$ cat src/rtl/peak_detect_ctrl.sv
// Peak-detect acquisition controller: admits 4-sample groups into the
// min/max tree, folds results per decimation window, queues (max,min) pairs.
module peak_detect_ctrl #(
  parameter int TREE_LAT  = 2,
  parameter int OUT_DEPTH = 8,
  parameter int CNT_W     = 16
) (
  input  logic             clk,
  input  logic             rst_n,
  input  logic             start,
  input  logic             abort,
  input  logic [CNT_W-1:0] decim,
  input  logic [CNT_W-1:0] num_pairs,
  input  logic             s_valid,
  output logic             s_ready,
  input  logic [7:0]       t_max,
  input  logic [7:0]       t_min,
  output logic             m_valid,
  input  logic             m_ready,
  output logic [7:0]       m_max,
  output logic [7:0]       m_min,
  output logic             busy,
  output logic             done,
  output logic             overflow
);

  localparam int PW = (OUT_DEPTH > 1) ? $clog2(OUT_DEPTH) : 1;
  localparam int CW = $clog2(OUT_DEPTH + 1);
  localparam int TW = 2 * CNT_W;

  localparam logic [CW-1:0] LP_THR =
    CW'(OUT_DEPTH - TREE_LAT - 1);
  localparam logic [CW-1:0] LP_DEPTH = CW'(OUT_DEPTH);
  localparam logic [PW-1:0] LP_LAST  = PW'(OUT_DEPTH - 1);

  typedef enum logic [1:0] {
    S_IDLE,
    S_RUN,
    S_DRAIN,
    S_DONE
  } state_t;

  state_t r_state;
  state_t w_state_nxt;

  logic [CNT_W-1:0]    r_decim;
  logic [CNT_W-1:0]    r_grp_cnt;
  logic [TW-1:0]       r_target;
  logic [TW-1:0]       r_acc_total;
  logic [TREE_LAT-1:0] r_vpipe;
  logic [7:0]          r_acc_max;
  logic [7:0]          r_acc_min;
  logic                r_overflow;

  logic [7:0]    r_mem_max [OUT_DEPTH];
  logic [7:0]    r_mem_min [OUT_DEPTH];
  logic [PW-1:0] r_wptr;
  logic [PW-1:0] r_rptr;
  logic [CW-1:0] r_count;

  logic [CNT_W-1:0] w_decim_eff;
  logic [TW-1:0]    w_acc_total_nxt;
  logic [7:0]       w_fold_max;
  logic [7:0]       w_fold_min;
  logic w_start;
  logic w_accept;
  logic w_retire;
  logic w_first;
  logic w_last;
  logic w_push;
  logic w_pop;
  logic w_full;
  logic w_wr;

  assign w_decim_eff =
    (decim == '0) ? CNT_W'(1) : decim;
  assign w_start =
    start && !abort && (r_state == S_IDLE);

  assign s_ready =
    (r_state == S_RUN) && (r_count < LP_THR);
  assign w_accept = s_valid && s_ready;
  assign w_acc_total_nxt = r_acc_total + TW'(1);

  assign w_retire = r_vpipe[TREE_LAT-1];
  assign w_first  = (r_grp_cnt == '0);
  assign w_last   =
    (r_grp_cnt == r_decim - CNT_W'(1));

  // First result of a window seeds the accumulator.
  assign w_fold_max =
    (w_first || t_max > r_acc_max) ? t_max : r_acc_max;
  assign w_fold_min =
    (w_first || t_min < r_acc_min) ? t_min : r_acc_min;

  assign w_push = w_retire && w_last;
  assign w_pop  = m_valid && m_ready;
  assign w_full = (r_count == LP_DEPTH);
  assign w_wr   = w_push && (!w_full || w_pop);

  always_comb begin
    w_state_nxt = r_state;
    unique case (r_state)
      S_IDLE:
        if (w_start)
          w_state_nxt = (num_pairs == '0) ?
                        S_DONE : S_RUN;
      S_RUN:
        if (w_accept &&
            w_acc_total_nxt == r_target)
          w_state_nxt = S_DRAIN;
      S_DRAIN:
        if (r_vpipe == '0 &&
            r_grp_cnt == '0 &&
            r_count == '0)
          w_state_nxt = S_DONE;
      S_DONE:
        w_state_nxt = S_IDLE;
      default:
        w_state_nxt = S_IDLE;
    endcase
    if (abort)
      w_state_nxt = S_IDLE;
  end

  always_ff @(posedge clk or negedge rst_n) begin
    if (!rst_n)
      r_state <= S_IDLE;
    else
      r_state <= w_state_nxt;
  end

  always_ff @(posedge clk or negedge rst_n) begin
    if (!rst_n) begin
      r_decim     <= '0;
      r_grp_cnt   <= '0;
      r_target    <= '0;
      r_acc_total <= '0;
      r_vpipe     <= '0;
      r_acc_max   <= '0;
      r_acc_min   <= '0;
      r_overflow  <= 1'b0;
      r_wptr      <= '0;
      r_rptr      <= '0;
      r_count     <= '0;
      for (int i = 0; i < OUT_DEPTH; i++) begin
        r_mem_max[i] <= '0;
        r_mem_min[i] <= '0;
      end
    end else if (abort) begin
      r_grp_cnt   <= '0;
      r_acc_total <= '0;
      r_vpipe     <= '0;
      r_acc_max   <= '0;
      r_acc_min   <= '0;
      r_wptr      <= '0;
      r_rptr      <= '0;
      r_count     <= '0;
    end else begin
      r_vpipe[0] <= w_accept;
      for (int i = 1; i < TREE_LAT; i++)
        r_vpipe[i] <= r_vpipe[i-1];

      if (w_accept)
        r_acc_total <= w_acc_total_nxt;

      if (w_retire) begin
        r_acc_max <= w_fold_max;
        r_acc_min <= w_fold_min;
        r_grp_cnt <= w_last ? '0 :
                     r_grp_cnt + CNT_W'(1);
      end

      if (w_push && !w_wr)
        r_overflow <= 1'b1;

      if (w_wr) begin
        r_mem_max[r_wptr] <= w_fold_max;
        r_mem_min[r_wptr] <= w_fold_min;
        r_wptr <= (r_wptr == LP_LAST) ? '0 :
                  r_wptr + PW'(1);
      end

      if (w_pop)
        r_rptr <= (r_rptr == LP_LAST) ? '0 :
                  r_rptr + PW'(1);

      unique case ({w_wr, w_pop})
        2'b10:   r_count <= r_count + CW'(1);
        2'b01:   r_count <= r_count - CW'(1);
        default: r_count <= r_count;
      endcase

      // Start takes priority over any leftover state.
      if (w_start) begin
        r_decim     <= w_decim_eff;
        r_target    <= {{CNT_W{1'b0}}, w_decim_eff} *
                       {{CNT_W{1'b0}}, num_pairs};
        r_acc_total <= '0;
        r_grp_cnt   <= '0;
        r_overflow  <= 1'b0;
      end
    end
  end

  assign m_valid  = (r_count != '0);
  assign m_max    = r_mem_max[r_rptr];
  assign m_min    = r_mem_min[r_rptr];
  assign busy     = (r_state == S_RUN) ||
                    (r_state == S_DRAIN);
  assign done     = (r_state == S_DONE);
  assign overflow = r_overflow;

endmodule
$ cat config.mk
export PLATFORM = sky130hd
export DESIGN_NAME = peak_detect_ctrl
export DESIGN_NICKNAME = d
export VERILOG_FILES = /design/src/rtl/peak_detect_ctrl.sv
export SDC_FILE = /design/constraint.sdc
export NUM_CORES = 1
export LEC_CHECK = 0
export ABC_AREA = 1
export ABC_CLOCK_PERIOD_IN_PS = 3150
export BUFFER_PORTS_ARGS = -buffer_cell sky130_fd_sc_hd__buf_2
export CAP_MARGIN = 20
export CELL_PAD_IN_SITES_DETAIL_PLACEMENT = 1
export CELL_PAD_IN_SITES_GLOBAL_PLACEMENT = 1
export CORE_MARGIN = 5
export CORE_UTILIZATION = 44
export CTS_CLUSTER_SIZE = 25
export DETAILED_ROUTE_END_ITERATION = 16
export PLACE_DENSITY_LB_ADDON = 0.1
export SLEW_MARGIN = 0
export SYNTH_ARGS = -nofsm -noshare
export SYNTH_HDL_FRONTEND = slang
export SYNTH_SLANG_ARGS = --single-unit
$ cat constraint.sdc
create_clock -name clk -period 3.15 [get_ports clk]
set_input_delay 0.63 -clock clk [delete_from_list [all_inputs] [get_ports clk]]
set_output_delay 0.63 -clock clk [all_outputs]
set_load 0.005 [all_outputs]
==> results of run 1 <==
==> cells in the final DEF (no fill, tap or decap), drive strengths merged, types with 2 or more instances in the layout <==
master / Yosys / layout
a21boi: 5 / 5
a21o: 4 / 4
a21oi: 54 / 54
a31oi: 20 / 20
buf: 43 / 292
bufinv: 0 / 4
clkbuf: 92 / 40
clkinv: 2 / 14
clkinvlp: 0 / 3
dfrtp: 255 / 255
fa: 195 / 195
ha: 133 / 133
inv: 490 / 490
nand2: 760 / 760
nand3: 102 / 102
nand3b: 14 / 14
nand4: 25 / 25
nor2: 285 / 285
nor3: 10 / 10
nor4: 12 / 12
o211ai: 2 / 2
o21a: 2 / 2
o21ai: 263 / 263
o21bai: 5 / 5
o22ai: 67 / 67
or2: 6 / 6
xnor2: 23 / 23
xnor3: 2 / 2
xor2: 43 / 43
==> path summary, 6_finish.rpt <==
path / startpoint / slack, ps / end / cells past startpoint
min in group asynchronous: rst_n / 600 / r_acc_total[24]$_DFFE_PN0P_ / 2
worst min-delay path: m_ready / 430 / overflow$_DFFE_PN0P_ / 4
worst max-delay path: decim[0] / -2090 / r_target[26]$_DFFE_PN0P_ / 21
worst max register to register: r_decim[0]$_DFFE_PN0P_ / 220 / r_mem_min[60]$_DFFE_PN0P_ / 16
worst min register to register: r_mem_max[49]$_DFFE_PN0P_ / 480 / r_mem_max[49]$_DFFE_PN0P_ / 2
max in group asynchronous: rst_n / 1690 / r_mem_min[27]$_DFFE_PN0P_ / 3
==> cells by family after synthesis <==
| kind of cell | count (synthesis) | share of synthesized area, % |
|---|---|---|
| xor+xnor | 68 | 2.77 |
| fa+ha+maj | 328 | 24.8 |
| compound gates | 428 | 10.6 |
| simple gates | 1216 | 22.2 |
| buf+inv | 627 | 11.3 |
| flops | 255 | 28.4 |
==> per-layer routing <==
layer,global-route usage (%),part of all wire [%],up-vias
li1,-,-,9502
met4,6.18,2.8,0
met5,0,0,-
met2,43.0,47,382
met1,34.8,45,10100
met3,3.73,5.0,109
==> worst max-delay path, delay by kind of cell <==
family	cells	cell delay, ps
adder cells (fa/ha/maj)	7	3090
AND/OR/NAND/NOR	6	1040
AO/OA/AOI/OAI	6	780
buffers and inverters	2	150
==> sequential cells by signal, indices dropped and copies added, names as in the netlist <==
register     flops
overflow         1
r_acc_max        8
r_acc_min        8
r_acc_total     32
r_count          4
r_decim         16
r_grp_cnt       16
r_mem_max       64
r_mem_min       64
r_rptr           3
r_state          2
r_target        32
r_vpipe          2
r_wptr           3
==> final cells by class <==
cell class                      instances  area share [%]
Clock buffer                           39            3.20
Inverter                              492            6.92
Multi-Input combinational cell       2040            53.5
Clock inverter                         19           0.822
Timing Repair Buffer                  294            8.54
Sequential cell                       255            23.8
Tap cell                              672            3.14
==> power by group <==
group	switching, mW	internal [mW]	total [mW]	leakage (nW)
Clock	1.52	2.26	3.78	0.540
Combinational	12.7	11.9	24.6	9.71
Sequential	0.379	3.64	4.02	3.48
Total	14.6	17.8	32.4	13.7
==> through the flow <==
stage / setup slack, ps / util, % / area [µm²]
after floorplan: -2330 / - / 23100
after global placement: -2670 / 49.6 / 25000
after detailed placement: -2870 / 49.6 / 25000
after CTS: -1980 / 52.6 / 26500
after global routing: -2290 / 53.2 / 26800
final: -2090 / 53.2 / 26800
==> repair_timing <==
action,in CTS,in global routing
pin swaps,28,29
setup buffers,8,10
setup endpoints to repair,29,153
endpoints found under the hold margin,25,0
hold buffers,1,0
resized for setup,76,57
==> out/metrics.yaml, run 1 <==
floorplan:
  die-area_um2: 55700
  ios: 75
  die_w_um: 236
  initial_core_util_pct: 44.6
  core_um2: 50400
  rows: 82
  chipHeight_um: 236
global_route:
  grt_overflow_total: 0
  grt_pass1_vias: 22200
  track_usage_pct: 25.4
  grt_pass1_wl_um: 117000
  grt_max_degree: 84
  antenna_found_initial: 0
clock_network:
  cts_buffers: 31
  clock_tree.root_cell: "clkbuf_16"
  clk_path_buf_depth: 3
  clock-sinks: 255
  worst_skew_pair.late_latency_ps: 590
  htree_levels: 1
  cts_tree: "yes"
  clk_pin_slew_ps: 70
final_layout:
  drive_gt1_share_pct: 16.7
  layout.cells.non_filler: 3811
  final_net_count: 3496
  diodes: 0
  layout.area.seq_um2: 6380
  multi_input_area_um2: 14300
  syn2layout_area_growth_pct: 19.2
  fillerInstances: 6224
sta:
  period_needed_ps: 5240
  fin_crit_sh_pct: 166
  max_freq_mhz: 191
  slew_violations: 0
  finalClockSkew_ps: 19.9
  max-slew-margin-rel_pct: 31.7
  finalSetupTns_ps: -48320
  rsz0062_at_grt: "true"
  holdWs_ps: 433
  tightest_slew_ps: 1020
  final-hold-violation-count: 0
  layout_setup_ws_ps: -2090
  setup_viol: 28
synthesis:
  yosysTopAreaCell: "dfrtp_1"
  synth_edf_count: 0
  ys_warn_count: 0
  syn_nets: 3304
  yosys-top-cells-count: "750 x nand2_1, 487 x inv_1, 280 x nor2_1"
  synthesis.instances: 2922
  avgSynthCellArea_um2: 7.69
  synthFlopType: "dfrtp_1"
  syn_area_um2: 22500
  synthArstFlopShare_pct: 100
  yosys.cell_types.count: 47
  yosysSeqAreaShare_pct: 28.4
  synth.most_common_cell: "nand2_1"
  synth_area_leaders: "dfrtp_1 28%, fa_1 17%, nand2_1 13%"
  ys_ff_latch: 255
  synth_top_area_share_pct: 28.4
placed_design:
  port_buffers: 74
  dp.cells: 3735
  place_congestion: 0.910
  dp.final_hpwl_um: 54500
critical_path:
  path_common_cell: "fa_1"
  crit_chain: "buf_6, nor4_4, nand4_1, nand2_4, nand2_2, fa_1, fa_1, fa_1, fa_1, fa_1, fa_1, inv_2, ha_4, a21o_1, a21boi_2, o21bai_2, a21oi_2, o21ai_2, or2_4, nand3_2, o21ai_1"
  critPathLaunchType: "input pin"
  path_max_fanout: 6
  critPathCaptureType: "register"
  cp.arrival_ps: 5690
  path_class: "input pin to register"
  critPathRequiredTime_ps: 3600
  max_stage_delay_ps: 510
  cp_slowest_cell: "fa_1"
detailed_routing:
  wl_per_cell_um: 18.8
  viasPerCell: 5.28
  dr.pass1.iters: 5
  drt_iter0_drc: 1255
  wl_um: 71800
  final_antenna_net_count: 0
  via_count: 20100
  drc_errors: 0
power:
  p_per_area_nw_per_um2: 1210
  total_power_mw: 32.4
  leakagePower_nw: 13.7
  vdd_ir_drop_max_mv: 1.77
hold_path:
  hold_path_class: "input pin to register"
status:
  violations: "setup timing"
  status: "complete, but fails checks"
job:
  cap_violations: 0
(Power assumes the default switching activity.)
==> run 2, diff against run 1 <==
--- a/config.mk
+++ b/config.mk
@@ -11,11 +11,13 @@
 export CAP_MARGIN = 20
 export CELL_PAD_IN_SITES_DETAIL_PLACEMENT = 1
 export CELL_PAD_IN_SITES_GLOBAL_PLACEMENT = 1
+export CORE_ASPECT_RATIO = 0.8
 export CORE_MARGIN = 5
 export CORE_UTILIZATION = 44
 export CTS_CLUSTER_SIZE = 25
 export DETAILED_ROUTE_END_ITERATION = 16
 export PLACE_DENSITY_LB_ADDON = 0.1
+export SETUP_SLACK_MARGIN = 0.05
 export SLEW_MARGIN = 0
 export SYNTH_ARGS = -nofsm -noshare
 export SYNTH_HDL_FRONTEND = slang
==> out/metrics.yaml, run 2 (same netlist as run 1, synthesis figures left out) <==
clock_network:
  clk_path_buf_depth: 3  # unchanged
  clock_tree.root_cell: "clkbuf_16"  # unchanged
  cts_buffers: 30  # was 31
  clk_pin_slew_ps: 60  # was 70 ps
  cts_tree: "yes"  # unchanged
  worst_skew_pair.late_latency_ps: 580  # was 590 ps
  hold_buffers: 0  # was 1
  htree_levels: 1  # unchanged
  clock-sinks: 255  # unchanged
final_layout:
  mostFrequentLayoutCells: "721 x nand2_1, 464 x inv_1, 265 x nor2_1"  # was 733 x nand2_1, 473 x inv_1, 267 x nor2_1
  multi_input_area_um2: 14600  # was 14,300 µm²
  fillerInstances: 6209  # was 6,224
  drive_gt1_share_pct: 17.5  # was 16.7%
  syn2layout_area_growth_pct: 19.3  # was 19.2%
  final_net_count: 3477  # was 3,496
  layout.area.seq_um2: 6390  # was 6380 µm²
  diodes: 0  # unchanged
  final_common_cell: "nand2_1"  # unchanged
  top_regs: "r_mem_max x64, r_mem_min x64"  # unchanged
floorplan:
  ios: 75  # unchanged
  chipHeight_um: 212  # was 236 µm
  rows: 74  # was 82
  initial_core_util_pct: 44.2  # was 44.6%
  core_um2: 50800  # was 50,400 µm²
  die_w_um: 263  # was 236 µm
  die-area_um2: 55700  # about the same
global_route:
  grt_max_degree: 77  # was 84
  grt_pass1_wl_um: 120000  # was 117,000 µm
  antenna_found_initial: 1  # was 0
  grt_overflow_total: 0  # unchanged
  track_usage_pct: 26.7  # was 25.4%
  grt_pass1_vias: 21500  # was 22,200
critical_path:
  critPathRequiredTime_ps: 3630  # was 3600 ps
  cp.arrival_ps: 5820  # was 5690 ps
  cp_slowest_cell: "fa_2"  # was fa_1
  critPathCaptureType: "register"  # unchanged
  crit_family: "adder cells"  # unchanged
  max_stage_delay_ps: 620  # was 510 ps
  r2r_start: "r_decim[7]$_DFFE_PN0P_"  # was r_decim[0]$_DFFE_PN0P_
  worst-path-buf-inv: 4  # was 2
  crit_start: "num_pairs[2]"  # was decim[0]
  critPathLaunchType: "input pin"  # unchanged
  path_class: "input pin to register"  # unchanged
  path_max_fanout: 10  # was 6
detailed_routing:
  drc_errors: 0  # unchanged
  via_count: 20300  # was 20,100
  wl_per_cell_um: 20.0  # was 18.8 µm
  viasPerCell: 5.33  # was 5.28
  final_antenna_net_count: 0  # unchanged
  wl_um: 76000  # was 71,800 µm
  drt_iter0_drc: 1260  # was 1,255
  dr.pass1.iters: 7  # was 5
power:
  p_per_area_nw_per_um2: 1260  # was 1210 nW/µm²
  leakagePower_nw: 13.6  # was 13.7 nW
  vdd_ir_drop_max_mv: 1.91  # was 1.77 mV
  total_power_mw: 33.8  # was 32.4 mW
sta:
  final-hold-violation-count: 0  # unchanged
  slew_violations: 0  # unchanged
  max_freq_mhz: 187  # was 191 MHz
  tightest_slew_ps: 968  # was 1020 ps
  finalClockSkew_ps: 30.0  # was 19.9 ps
  rsz0062_at_grt: "true"  # unchanged
  layout_setup_ws_ps: -2190  # was -2090 ps
  finalSetupTns_ps: -51230  # was -48,320 ps
  holdWs_ps: 20.0  # was 433 ps
  max-slew-margin-rel_pct: 35.0  # was 31.7%
  fin_crit_sh_pct: 170  # was 166%
  setup_viol: 28  # unchanged
  period_needed_ps: 5340  # was 5240 ps
placed_design:
  dp.final_hpwl_um: 57000  # was 54,500 µm
  port_buffers: 74  # unchanged
  place_congestion: 0.877  # was 0.910
job:
  cap_violations: 0  # unchanged
status:
  status: "complete, but fails checks"  # unchanged
  violations: "setup timing"  # unchanged
hold_path:
  hold_path_class: "input pin to asynchronous set/reset pin"  # was input pin to register
[run 2: power breakdown]
group	internal, mW	switching [mW]
sequential	3.65	0.399
clock	2.00	1.46
combinational	12.4	13.9
[run 2: cell type report]
class,count,area share [%]
multi-input combinational,2040,54.4
sequential,255,23.8
timing repair buffer,276,8.11
inverter,492,6.89
clock buffer,41,3.25
tap,684,3.19
clock inverter,12,0.378
[run 2: timing repair]
action / 4_1_cts / 5_1_grt
buffers inserted: 7 / 9
pin swaps: 56 / 47
gates resized for setup: 123 / 82
endpoints found under the setup margin: 29 / 100
cloned: 0 / 0
[run 2: per-layer routing]
metal	track usage, %	vias up	share of wire, %
met1	40.9	10300	49
met2	41.7	409	44
met4	4.40	0	1.7
met3	3.41	70	5.2
met5	0	-	0
li1	-	9443	-
[run 2: path summary, 6_finish.rpt]
path / endpoint / slack [ps] / cells past startpoint
worst max-delay path: r_target[23]$_DFFE_PN0P_ / -2190 / 25
worst min-delay path: r_acc_total[17]$_DFFE_PN0P_ / 20 / 1
worst max register to register: r_count[3]$_DFFE_PN0P_ / 210 / 20
worst min register to register: r_mem_max[53]$_DFFE_PN0P_ / 480 / 2
max in group asynchronous: r_mem_min[45]$_DFFE_PN0P_ / 2260 / 2
min in group clk: r_acc_max[4]$_DFFE_PN0P_ / 380 / 3
[run 2: stage by stage]
stage	util, %	instance area, µm²	setup WS, ps	instances
floorplan	-	23100	-2330	2922
global placement	49.0	24900	-2760	3738
detailed placement	49.0	24900	-2840	3738
CTS	51.9	26400	-2070	3794
global route	52.7	26800	-2470	3800
finish	52.7	26800	-2190	3800
